$ cat src/rtl/wbrd2axil_master.sv
// Read-only pipelined Wishbone slave to AXI-lite AR/R master bridge.
// Responses return in order; a bus error or a dropped cycle flushes the remaining replies.
module wbrd2axil_master #(
    parameter int         C_AXI_DATA_WIDTH = 32,
    parameter int         C_AXI_ADDR_WIDTH = 28,
    parameter int         AXILLSB          = $clog2(C_AXI_DATA_WIDTH / 8),
    parameter int         LGFIFO           = 3,
    parameter logic [2:0] OPT_PROT         = 3'b000,
    localparam int        AW               = C_AXI_ADDR_WIDTH - AXILLSB
) (
    input  logic                            i_clk,
    input  logic                            i_axi_reset_n,
    input  logic                            i_wb_cyc,
    input  logic                            i_wb_stb,
    input  logic                            i_wb_we,
    input  logic [AW-1:0]                   i_wb_addr,
    input  logic [C_AXI_DATA_WIDTH/8-1:0]   i_wb_sel,
    output logic                            o_wb_stall,
    output logic                            o_wb_ack,
    output logic [C_AXI_DATA_WIDTH-1:0]     o_wb_data,
    output logic                            o_wb_err,
    output logic                            o_axi_arvalid,
    input  logic                            i_axi_arready,
    output logic [C_AXI_ADDR_WIDTH-1:0]     o_axi_araddr,
    output logic [2:0]                      o_axi_arprot,
    input  logic                            i_axi_rvalid,
    output logic                            o_axi_rready,
    input  logic [C_AXI_DATA_WIDTH-1:0]     i_axi_rdata,
    input  logic [1:0]                      i_axi_rresp
);

    localparam int             CW        = LGFIFO + 1;
    localparam logic [CW-1:0]  CNT_ZERO  = {CW{1'b0}};
    localparam logic [CW-1:0]  CNT_ONE   = {{(CW-1){1'b0}}, 1'b1};
    localparam logic [CW-1:0]  CNT_FULL  = {1'b1, {LGFIFO{1'b0}}};

    // SLVERR and DECERR both have the upper response bit set.
    function automatic logic resp_is_err(input logic [1:0] resp);
        return resp[1];
    endfunction

    logic [CW-1:0] outstanding_r;
    logic [CW-1:0] outstanding_nxt_s;
    logic          flushing_r;
    logic          flushing_nxt_s;
    logic          stall_s;
    logic          accept_s;
    logic          rd_accept_s;
    logic          wr_accept_s;
    logic          r_live_s;
    logic          r_ok_s;
    logic          r_err_s;
    logic          unused_s;

    assign o_axi_rready = 1'b1;
    assign o_axi_arprot = OPT_PROT;
    assign o_wb_stall   = stall_s;
    assign unused_s     = ^{i_wb_sel, i_axi_rresp[0]};

    // Stall, request acceptance and response classification.
    always_comb begin
        stall_s = flushing_r
               || (o_axi_arvalid && !i_axi_arready)
               || (outstanding_r == CNT_FULL)
               || (i_wb_we && (outstanding_r != CNT_ZERO))
               || !i_wb_cyc;
        accept_s    = i_wb_stb && !stall_s;
        rd_accept_s = accept_s && !i_wb_we;
        wr_accept_s = accept_s && i_wb_we;
        r_live_s    = i_axi_rvalid && !flushing_r && i_wb_cyc;
        r_ok_s      = r_live_s && !resp_is_err(i_axi_rresp);
        r_err_s     = r_live_s && resp_is_err(i_axi_rresp);
    end

    // Next outstanding count and flush state; flushing ends the cycle the count reaches zero.
    always_comb begin
        outstanding_nxt_s = outstanding_r;
        if (rd_accept_s && !i_axi_rvalid) begin
            outstanding_nxt_s = outstanding_r + CNT_ONE;
        end else if (!rd_accept_s && i_axi_rvalid && (outstanding_r != CNT_ZERO)) begin
            outstanding_nxt_s = outstanding_r - CNT_ONE;
        end else begin
            outstanding_nxt_s = outstanding_r;
        end

        flushing_nxt_s = 1'b0;
        if (flushing_r) begin
            flushing_nxt_s = (outstanding_nxt_s != CNT_ZERO);
        end else if (r_err_s || !i_wb_cyc) begin
            flushing_nxt_s = (outstanding_nxt_s != CNT_ZERO);
        end else begin
            flushing_nxt_s = 1'b0;
        end
    end

    // Outstanding-read bookkeeping.
    always_ff @(posedge i_clk or negedge i_axi_reset_n) begin
        if (!i_axi_reset_n) begin
            outstanding_r <= CNT_ZERO;
            flushing_r    <= 1'b0;
        end else begin
            outstanding_r <= outstanding_nxt_s;
            flushing_r    <= flushing_nxt_s;
        end
    end

    // AR channel: a new accept may replace a beat in the same cycle it handshakes.
    always_ff @(posedge i_clk or negedge i_axi_reset_n) begin
        if (!i_axi_reset_n) begin
            o_axi_arvalid <= 1'b0;
            o_axi_araddr  <= {C_AXI_ADDR_WIDTH{1'b0}};
        end else if (rd_accept_s) begin
            o_axi_arvalid <= 1'b1;
            o_axi_araddr  <= C_AXI_ADDR_WIDTH'(i_wb_addr) << AXILLSB;
        end else if (i_axi_arready) begin
            o_axi_arvalid <= 1'b0;
        end
    end

    // WB response pulses; writes are refused with an error.
    always_ff @(posedge i_clk or negedge i_axi_reset_n) begin
        if (!i_axi_reset_n) begin
            o_wb_ack  <= 1'b0;
            o_wb_err  <= 1'b0;
            o_wb_data <= {C_AXI_DATA_WIDTH{1'b0}};
        end else begin
            o_wb_ack <= r_ok_s;
            o_wb_err <= r_err_s || wr_accept_s;
            if (r_ok_s) begin
                o_wb_data <= i_axi_rdata;
            end
        end
    end

endmodule

$ cat config.mk
export PLATFORM = sky130hd
export DESIGN_NAME = wbrd2axil_master
export DESIGN_NICKNAME = d
export VERILOG_FILES = /design/src/rtl/wbrd2axil_master.sv
export SDC_FILE = /design/constraint.sdc
export NUM_CORES = 1
export LEC_CHECK = 0
export CORE_MARGIN = 2
export CORE_UTILIZATION = 43
export DETAILED_ROUTE_END_ITERATION = 7
export PLACE_DENSITY = 0.92
export SYNTH_ARGS = -nofsm -noshare
export SYNTH_HDL_FRONTEND = slang
export SYNTH_SLANG_ARGS = --single-unit
$ cat constraint.sdc
create_clock -name i_clk -period 3.45 [get_ports i_clk]
set_input_delay 0.69 -clock i_clk [delete_from_list [all_inputs] [get_ports i_clk]]
set_output_delay 0.69 -clock i_clk [all_outputs]
set_load 0.03 [all_outputs]
Word-level counts from Yosys, hierarchy flattened:

Index checks and enable logic that the tools add are counted.

* flip-flop bits (word level): 66
* bits in latches: 0
* bits in writable memories: 0
* bits in read-only memories: 0
* output and inout bits: 68
* memories kept: 0

* $add $sub $neg: 2
* multiply operators: 0
* div/mod/pow operators: 0
* order comparisons: 0
* eq/ne operators: 1
* shift operators: 0
* multiplexer cells: 6
* bitwise operators: 0
* reduce and logical (&&, ||, !) cells: 29

Operator list (number)
* $logic_and A1 B1 Y1: 12
* $logic_not A1 Y1: 8
* $mux W4: 2
* $reduce_bool A4 Y1: 2
* $logic_or A1 B1 Y1: 6
* $add A4 B1 Y4 const B: 1
* $eq A4 B4 Y1 const B: 1
* $mux W1: 4
* $sub A4 B1 Y4 const B: 1
* $reduce_bool A2 Y1: 1

Longest topological paths before layout:

Gate-level depths: netlist (run 1).

* word-level depth: 17
* mapped depth: 7
* mapped depth without buffers: 7

Least setup slack after synthesis (run 1):

Ideal clock, no wire load.

* path type: input to register
* start: input i_axi_arready
* end: register flushing_r
* setup time: 0.129 ns
* arrival: 1.849 ns
* path slack: 1.472 ns
* cell stages on the path: 6
* path buffers: 1
* cells stage by stage: nand2b_1 > buf_2 > nand3_2 > and3_1 > o31a_1 > o41a_1

* word-level cells in the longest chain between the ends: 17
* elaborated cells between the ends (all ways): 18
* classes of those cells: 4 x mux; 14 x reduce/logical

Ends and longest elaborated chain
* from (decl): line 23 `input logic i_axi_arready,`
* $logic_not A1 Y1 *: line 63 `|| (o_axi_arvalid && !i_axi_arready)`
* $logic_and A1 B1 Y1 *: line 63
* $logic_or A1 B1 Y1 *: line 63
* $logic_or A1 B1 Y1 *: line 64 `|| (outstanding_r == CNT_FULL)`
* $logic_or A1 B1 Y1 *: line 65 `|| (i_wb_we && (outstanding_r != CNT_ZERO))`
* $logic_or A1 B1 Y1 *: line 66 `|| !i_wb_cyc;`
* $logic_not A1 Y1 *: line 67 `accept_s = i_wb_stb && !stall_s;`
* $logic_and A1 B1 Y1 *: line 67
* (+2 left out)
* $logic_and A1 B1 Y1 (2 in a row): line 80 `end else if (!rd_accept_s && i_axi_rvalid && (outstanding_r != CNT_ZERO)) begin`
* $mux W4: line 80
* $mux W4 *: line 78 `if (rd_accept_s && !i_axi_rvalid) begin`
* named net outstanding_nxt_s[3]: line 43 `logic [CW-1:0] outstanding_nxt_s;`
* $reduce_bool A4 Y1 *: line 88, 90
* $mux W1: line 89 `end else if (r_err_s || !i_wb_cyc) begin`
* $mux W1 *: line 87 `if (flushing_r) begin`
* named net flushing_nxt_s: line 45 `logic flushing_nxt_s;`
* to (signal assigned): line 103 `flushing_r <= flushing_nxt_s;`
* to (decl): line 44 `logic flushing_r;`

Mark *: on every way through the listed nets, which the timed path passes. The rest lies on a longest branch.
A chain may end at the register's enable or synchronous reset.

Worst setup path in the final report (run 1):

* start: register outstanding_r[1]
* end: output o_wb_stall

* word-level cells in the longest chain between the ends: 4
* elaborated cells between the ends (all ways): 6
* classes of those cells: 1 x eq/ne; 5 x reduce/logical

Ends and longest elaborated chain
* from (decl): line 42 `logic [CW-1:0] outstanding_r;`
* from (signal assigned): line 102 `outstanding_r <= outstanding_nxt_s;`
* $eq A4 B4 Y1 / $reduce_bool A4 Y1 (equally long branches): line 64, 65
* $logic_or A1 B1 Y1 / $logic_and A1 B1 Y1 (equally long branches): line 64, 65
* $logic_or A1 B1 Y1 *: line 65
* $logic_or A1 B1 Y1 *: line 66
* to (decl): line 18 `output logic o_wb_stall,`

Every way passes the cells marked *; elsewhere a longest branch is shown, timed or not.

==> reports/qor.txt, run 1 <==
Status: complete, no violations
Multi-input logic area: 1060 µm²
Crit end category: output port
Fill count: 480
Total CTS buffers: 9
Startpoint types: flop
Hold Fails Final Rpt: 0
Library cells used by synthesis: 37
Mean post-synth cell area: 14.5 µm²
Share of layout cells above drive strength 1: 0.240
Routed wire length: 6570 µm
Ys Warns: 0
CTS Hold Bufs: 0
Worst-skew pair later-pin latency: 0.33 ns
Largest net degree at the start of global routing: 40
Commonest non-fill, non-tap cell in the layout: clkdlybuf4s50_1
Tmin final: 2.93 ns
Initial antenna violation count: 0
Final count of negative-setup-slack endpoints: 0
Clock Sinks: 66
Row count: 29
TritonRoute pass-1 iters: 4
Arr. time, crit path: 2.24 ns
H-tree depth: 3
Area grow syn2layout: 54.3%
Gp weighted congestion: 0.880
First-pass GRT wire length: 10700 µm
Register bit count reported by yosys: 66
Total track usage: 0.191
CTS tree: yes
Share of async-settable or async-resettable flops after synthesis: 1.00
TNS Setup: 0 ns
Die X: 84.6 µm
RSZ-0062 raised after global routing: no
Top cell type by total area after synthesis: dfrtp_1
Maximum clock frequency: 341 MHz
Vias in the first global route: 2216
Chip Height: 84.6 µm
Cells after DPL: 390
Synth top area share: 0.592
PortBufs: 127
Cells after synthesis: 193
Residual DRC count: 0
IO Count: 139
Clock root buffer master: clkbuf_8
End-of-flow core utilization: 0.682
Synth Flop Type: dfrtp_1
Worst-path clk slew: 0.07 ns
Final net count: 397
Setup bufs post-CTS: 0
Grt ovf: 0
Final Max Tran Viols: 0
Final Non-Filler Cells: 406
DRT antenna net count: 0
Die area: 7150 µm²
Fin Hold WS: 0.370 ns
Via density: 5.04
Area after DPL: 4110 µm²
Core Area: 6310 µm²
Area contributors post-synth: dfrtp_1, mux2_2, mux2_1, buf_4, buf_2
Cts repair resizes: 0
Lkg Pwr: 1.86 nW
DPL Wire Length: 4760 µm
Max-slew headroom: 0.588
Initial Utilization: 0.442
Vias: 2046
Commonest non-fill, non-tap cells in the layout: clkdlybuf4s50_1, dfrtp_1, mux2_2
FF/Latch Area: 1650 µm²
Worst-path maximum fanout: 7
Crit path kind: reg2out
Wirelength per Cell: 16.2 µm
Max-cap violations: 0
Sequential share of the synthesized area: 0.592
Period utilization: 0.849
Critical path required time: 2.76 ns
Maximum vdd drop: 0.554 mV
N_diodes: 0
EDFF count, synth: 0
Clock Skew: 0.0133 ns
Power Density: 921 nW/µm²
1st-iter DRT viols: 78
Cell area after synthesis: 2790 µm²
Clock buffer depth: 2
Hold Crit Class: in2async
Non-Filler Cell Area, Final: 4310 µm²
Worst-Margin Slew: 0.619 ns
cell usage after synthesis, types with 2 or more instances:
| library cell | n |
|---|---|
| dfrtp_1 | 66 |
| mux2_2 | 53 |
| buf_2 | 8 |
| buf_4 | 7 |
| nand2_1 | 7 |
| mux2_1 | 5 |
| nand2b_1 | 5 |
| a21oi_1 | 3 |
| mux2i_1 | 3 |
| nand4_1 | 3 |
| nor2b_1 | 3 |
| a211oi_1 | 2 |
| conb_1 | 2 |
| ha_1 | 2 |
| inv_1 | 2 |
registers in the layout (all words and copies together) (netlist names):
| register | flops |
|---|---|
| flushing_r | 1 |
| o_axi_arvalid | 1 |
| o_wb_ack | 1 |
| outstanding_r | 4 |
| o_axi_araddr | 26 |
| o_wb_data | 32 |
| o_wb_err | 1 |
final cells by class:
| type | instances | area share |
|---|---|---|
| clock buffers | 11 | 0.0328 |
| clock inverters | 5 | 0.0125 |
| inverters | 2 | 0.00174 |
| multi-input cells | 114 | 0.246 |
| flip-flops and latches | 66 | 0.383 |
| well taps | 77 | 0.0224 |
| repair buffers | 131 | 0.301 |
worst max-delay path, cell delays in order, from the launching register on:
cell	delay, ns
dfrtp_1	0.43
inv_1	0.12
ha_1	0.26
nand2b_1	0.25
nand2_1	0.09
nand4_1	0.09
clkdlybuf4s50_1	0.68
cells by family after synthesis:
logic type	share of synthesized area
other cells	0.00269
flops	0.592
compound gates	0.0426
simple gates	0.0704
fa+ha+maj	0.00896
xor+xnor	0.00314
mux	0.245
buf+inv	0.0359
per-stage QoR:
step | setup WS, ns | power (mW)
after floorplan | 1.47 | 2.46
after global placement | 0.555 | 3.28
after detailed placement | 0.536 | 3.34
after CTS | 0.527 | 4.01
after global routing | 0.404 | 4.16
final | 0.520 | 3.97
power by group:
part	switching [mW]	internal, mW	leakage (nW)
clock	0.279	0.351	0.103
combinational	1.07	0.928	0.929
sequential	0.209	1.13	0.827
total	1.56	2.41	1.86
routing by layer:
metal / GRT usage / vias up / wire [µm]
met3: 0.0551 / 10 / 431
met1: 0.206 / 1017 / 2420
li1: - / 939 / -
met5: 0 / - / 0
met4: 0.0765 / 0 / 97
met2: 0.351 / 80 / 3620
worst paths after layout:
path	start	to	slack, ns	depth (start not counted)
worst max-delay path	outstanding_r[1]$_DFF_PN0_	o_wb_stall	0.52	6
min in group i_clk	o_wb_data[24]$_DFFE_PN0P_	o_wb_data[24]$_DFFE_PN0P_	0.48	1
worst max register to register	outstanding_r[1]$_DFF_PN0_	flushing_r$_DFF_PN0_	1.37	6
worst min register to register	o_wb_data[24]$_DFFE_PN0P_	o_wb_data[24]$_DFFE_PN0P_	0.48	1
worst min-delay path	i_axi_reset_n	o_axi_araddr[26]$_DFFE_PN0P_	0.37	1
max in group asynchronous	i_axi_reset_n	o_wb_data[26]$_DFFE_PN0P_	2.14	2
Note: power is estimated with default switching activity, not from simulation.
==> inputs of run 2 (changes only) <==
- CORE_UTILIZATION: 43 -> 36
- PLACE_DENSITY: 0.92 -> 0.83
- clock period: 3.45 -> 2.6 ns (I/O delays scaled with it)
==> run 2 against run 1 <==
  * Combinational power is 34% higher
  * Largest power group unchanged
  * Global-route usage decreased by 3.2 points
  * Total power up 30%
  * Register-to-register slack lost 0.81 ns
  * Clock-buffer cell count unchanged
  * Final cell count increased by 6.7%
  * Utilization down 11 points
  * Sequential cell count did not move
  * Hold slack worse by 0.18 ns
  * Highest routed layer unchanged
  * Non-clock buffer count up 4
==> reports/qor.txt, run 2 (synthesis gave the netlist of run 1 again) <==
Via density: 4.67
PortBufs: 127
Critical path origin: outstanding_r[1]$_DFF_PN0_
DP Worst Slack: 0.160 ns
Overall Power: 5.16 mW
Comb power frac: 0.518
Worst-Margin Slew: 0.569 ns
1st-iter DRT viols: 72
H-tree depth: 3
Clock network fraction of design power: 0.138
Startpoint types: flop
Commonest non-fill, non-tap cells in the layout: clkdlybuf4s50_1, dfrtp_1, mux2_2
Clock Skew: 0.00921 ns
Grt ovf: 0
Clock root buffer master: clkbuf_8
Crit end category: output port
Top reg by flops: o_wb_data
CTS tree: yes
Setup WS post-layout: 0.254 ns
TNS Setup: 0 ns
Sequential power share: 0.344
Psw: 2.05 mW
Largest net degree at the start of global routing: 44
Chip Height: 92.1 µm
Lkg Pwr: 1.86 nW
Critical R2R Launch: outstanding_r[1]$_DFF_PN0_
Reg2Reg Depth: 7
Total track usage: 0.160
Core Area: 7610 µm²
First-pass GRT wire length: 10600 µm
Routed wire length: 6460 µm
Commonest non-fill, non-tap cell in the layout: clkdlybuf4s50_1
Critical path required time: 2.08 ns
Wirelength per Cell: 14.9 µm
Clock Sinks: 66
Period utilization: 0.902
Total CTS buffers: 9
Maximum clock frequency: 426 MHz
Vias: 2022
Vias in the first global route: 2204
Tmin final: 2.35 ns
Final net count: 401
Sw frac: 0.398
DPL Wire Length: 4850 µm
Setup bufs post-CTS: 0
End-of-flow core utilization: 0.573
Gp weighted congestion: 0.866
RSZ-0062 raised after global routing: no
Initial Utilization: 0.367
Cts repair resizes: 1
Worst-path maximum fanout: 5
Final count of negative-setup-slack endpoints: 0
Fin Hold WS: 0.186 ns
Worst-path clk slew: 0.07 ns
Maximum vdd drop: 0.867 mV
Largest register FFs: 32
Status: complete, no violations
TritonRoute pass-1 iters: 4
Die area: 8470 µm²
N_diodes: 0
Hold Crit Class: in2async
Residual DRC count: 0
Initial antenna violation count: 0
Worst-skew pair later-pin latency: 0.32 ns
Cells after DPL: 419
Max-slew headroom: 0.620
Power Density: 1180 nW/µm²
Clock buffer depth: 2
Non-Filler Cell Area, Final: 4360 µm²
Hold Fails Final Rpt: 0
Max-cap violations: 0
Die X: 92.1 µm
Area grow syn2layout: 56.1%
Crit path kind: reg2out
Area after DPL: 4200 µm²
Cell-internal power: 3.10 mW
IO Count: 139
Final Non-Filler Cells: 433
CTS Hold Bufs: 0
Row count: 32
DRT antenna net count: 0
Arr. time, crit path: 1.83 ns
Share of layout cells above drive strength 1: 0.245
Largest regs: o_wb_data x32, o_axi_araddr x26, outstanding_r x4
Final Max Tran Viols: 0
run 2: cell count changes in the layout (fill, tap and decap cells not counted), sizes merged:
cell and delta:
buf +4, bufinv -1, clkdlybuf4s50 -1, clkinv -2, clkinvlp +1, dlygate4sd2 +1
run 2: cell type report:
cell class | instances | area [µm²]
fillers | 635 | 3250
repair buffers | 135 | 1350
flip-flops and latches | 66 | 1650
inverters | 2 | 7.51
well taps | 102 | 128
multi-input cells | 114 | 1060
clock inverters | 3 | 17.5
clock buffers | 11 | 141
run 2: power by group through the flow:
stage | Combinational, mW | Sequential (mW) | Clock (mW)
5_1_grt | 2.80 | 1.84 | 0.788
3_5_place_dp | 2.68 | 1.79 | 0
6_report | 2.67 | 1.77 | 0.713
2_1_floorplan | 0.647 | 2.61 | 0
4_1_cts | 2.69 | 1.78 | 0.744
3_3_place_gp | 2.64 | 1.75 | 0
run 2: worst paths after layout:
path | to | slack, ns
min in group i_clk | o_wb_data[24]$_DFFE_PN0P_ | 0.50
max | o_wb_stall | 0.25
min reg2reg | o_wb_data[24]$_DFFE_PN0P_ | 0.50
max in group asynchronous | o_axi_araddr[16]$_DFFE_PN0P_ | 1.78
max reg2reg | flushing_r$_DFF_PN0_ | 0.56
min | o_axi_araddr[19]$_DFFE_PN0P_ | 0.19
run 2: layer usage:
layer | global-route usage | wire length [µm] | vias to the layer above
li1 | - | - | 942
met3 | 0.0427 | 368 | 9
met2 | 0.276 | 3480 | 66
met1 | 0.188 | 2520 | 1005
met4 | 0.0672 | 97 | 0
met5 | 0 | 0 | -
run 2: critical path, stage by stage (launching register included):
cell and delay, ns:
dfrtp_1 0.42, inv_1 0.13, ha_1 0.27, nand3b_1 0.15, nand4_1 0.14, dlygate4sd2_1 0.40
==> inputs of run 3 (changes only) <==
==> constraint.sdc (replaced) <==
create_clock -name i_clk -period 2.6 [get_ports i_clk]
set_input_delay 0.65 -clock i_clk [delete_from_list [all_inputs] [get_ports i_clk]]
set_output_delay 0.65 -clock i_clk [all_outputs]
set_load 0.03 [all_outputs]
==> run 3 against run 2 <==
  * Clock skew shrank 0.0029 ns
  * First-iteration DRC count shrank 47%
  * Design area is 1.3% higher
  * Maximum frequency grew 1.3%
  * Via count is 2.8% higher
  * Highest routed layer unchanged
==> reports/qor.txt, run 3 (synthesis gave the netlist of run 1 again) <==
Status: complete, no violations
Crit path cell chain: clkdlybuf4s50_1 -> nor2b_1 -> nand4_1 -> clkbuf_2
Arr. time, crit path: 1.67 ns
Peak per-stage delay on the critical path: 0.47 ns
Final count of negative-setup-slack endpoints: 0
Grt ovf: 0
Largest net degree at the start of global routing: 34
Total CTS buffers: 9
Setup bufs post-CTS: 0
Largest register FFs: 32
1st-iter DRT viols: 38
Share of layout cells above drive strength 1: 0.260
Top sig layer: met4
TNS Setup: 0 ns
Maximum clock frequency: 432 MHz
Clock buffer depth: 2
Worst-path maximum fanout: 2
FF/Latch Area: 1650 µm²
IO Count: 139
Tmin final: 2.32 ns
Clock network fraction of design power: 0.149
CP max-delay cell: clkdlybuf4s50_1
Hold Crit Class: in2async
DPL Wire Length: 4840 µm
Critical R2R Launch: outstanding_r[1]$_DFF_PN0_
Area grow syn2layout: 58.1%
Via density: 4.72
Fill count: 642
Gp weighted congestion: 0.865
Met2 WL: 3340 µm
Largest delay share family, worst path: buffers and inverters
Critical path required time: 1.95 ns
Clock Skew: 0.00633 ns
H-tree depth: 3
Worst-path clk slew: 0.07 ns
Die area: 8470 µm²
CTS Hold Bufs: 0
Chip Height: 92.1 µm
Total track usage: 0.157
Top reg by flops: o_wb_data
CTS tree: yes
Period utilization: 0.891
Initial Utilization: 0.367
DRT antenna net count: 0
Final net count: 406
Cts repair resizes: 1
TritonRoute pass-1 iters: 4
Commonest non-fill, non-tap cell in the layout: clkdlybuf4s50_1
Lkg Pwr: 1.90 nW
Cell-internal power: 3.17 mW
Clock root buffer master: clkbuf_8
Power Density: 1180 nW/µm²
R2r endpoint: flushing_r$_DFF_PN0_
PortBufs: 127
DP Worst Slack: -0.108 ns
RSZ-0062 raised after global routing: no
Startpoint types: input pin
N_diodes: 0
Reg2Reg Setup Slack: 0.56 ns
Hold Fails Final Rpt: 0
Crit path buf inv count: 2
Sw frac: 0.391
Core Area: 7610 µm²
Setup WS post-layout: 0.283 ns
Final Max Tran Viols: 0
Residual DRC count: 0
Met3 wire length: 442 µm
Sequential power share: 0.339
Row count: 32
Worst-skew pair later-pin latency: 0.33 ns
Vias in the first global route: 2283
Crit path kind: in2out
Clock Sinks: 66
Wirelength per Cell: 14.6 µm
End-of-flow core utilization: 0.580
Initial antenna violation count: 0
Reg2Reg Depth: 7
Commonest non-fill, non-tap cells in the layout: clkdlybuf4s50_1, dfrtp_1, mux2_2
Die X: 92.1 µm
Max-cap violations: 0
First-pass GRT wire length: 10500 µm
Largest regs: o_wb_data x32, o_axi_araddr x26, outstanding_r x4
Met1 WL: 2520 µm
Vias: 2078
Crit end category: output port
Overall Power: 5.21 mW
Comb power frac: 0.512
Multi-input logic area: 1060 µm²
Maximum vdd drop: 0.593 mV
Psw: 2.04 mW
Routed wire length: 6430 µm
## run 3: layer usage
metal  GRT usage  vias up
met1       0.174     1041
met4      0.0622        0
met2       0.275       68
li1            -      957
met3      0.0567       12
met5           0        -
## run 3: worst max path at each step
stage	start	endpoint	cells after the start
after global routing	outstanding_r[1]$_DFF_PN0_	o_wb_stall	5
final	i_wb_cyc	o_wb_stall	4
after floorplan	i_axi_arready	flushing_r$_DFF_PN0_	6
after global placement	i_wb_cyc	o_wb_stall	4
after detailed placement	i_wb_cyc	o_wb_stall	4
after CTS	outstanding_r[1]$_DFF_PN0_	o_wb_stall	5
## run 3: per-stage QoR
| step | hold WS [ns] | std cells | instance area [µm²] |
|---|---|---|---|
| global route | 0.277 | 440 | 4410 |
| CTS | 0.265 | 440 | 4420 |
| global placement | 0.470 | 424 | 4240 |
| floorplan | 0.354 | 197 | 2810 |
| detailed placement | 0.484 | 424 | 4240 |
| finish | 0.263 | 440 | 4410 |
## run 3: final cells by class
type | instances | share of cell area
inverters | 2 | 0.00170
multi-input cells | 114 | 0.240
flip-flops and latches | 66 | 0.374
repair buffers | 140 | 0.313
clock inverters | 2 | 0.00227
clock buffers | 14 | 0.0391
well taps | 102 | 0.0289
## run 3: power by group through the flow
stage / sequential (mW) / clock (mW) / combinational, mW
finish: 1.77 / 0.775 / 2.67
global route: 1.83 / 0.855 / 2.80
CTS: 1.77 / 0.806 / 2.69
detailed placement: 1.78 / 0 / 2.68
global placement: 1.75 / 0 / 2.65
floorplan: 2.61 / 0 / 0.647
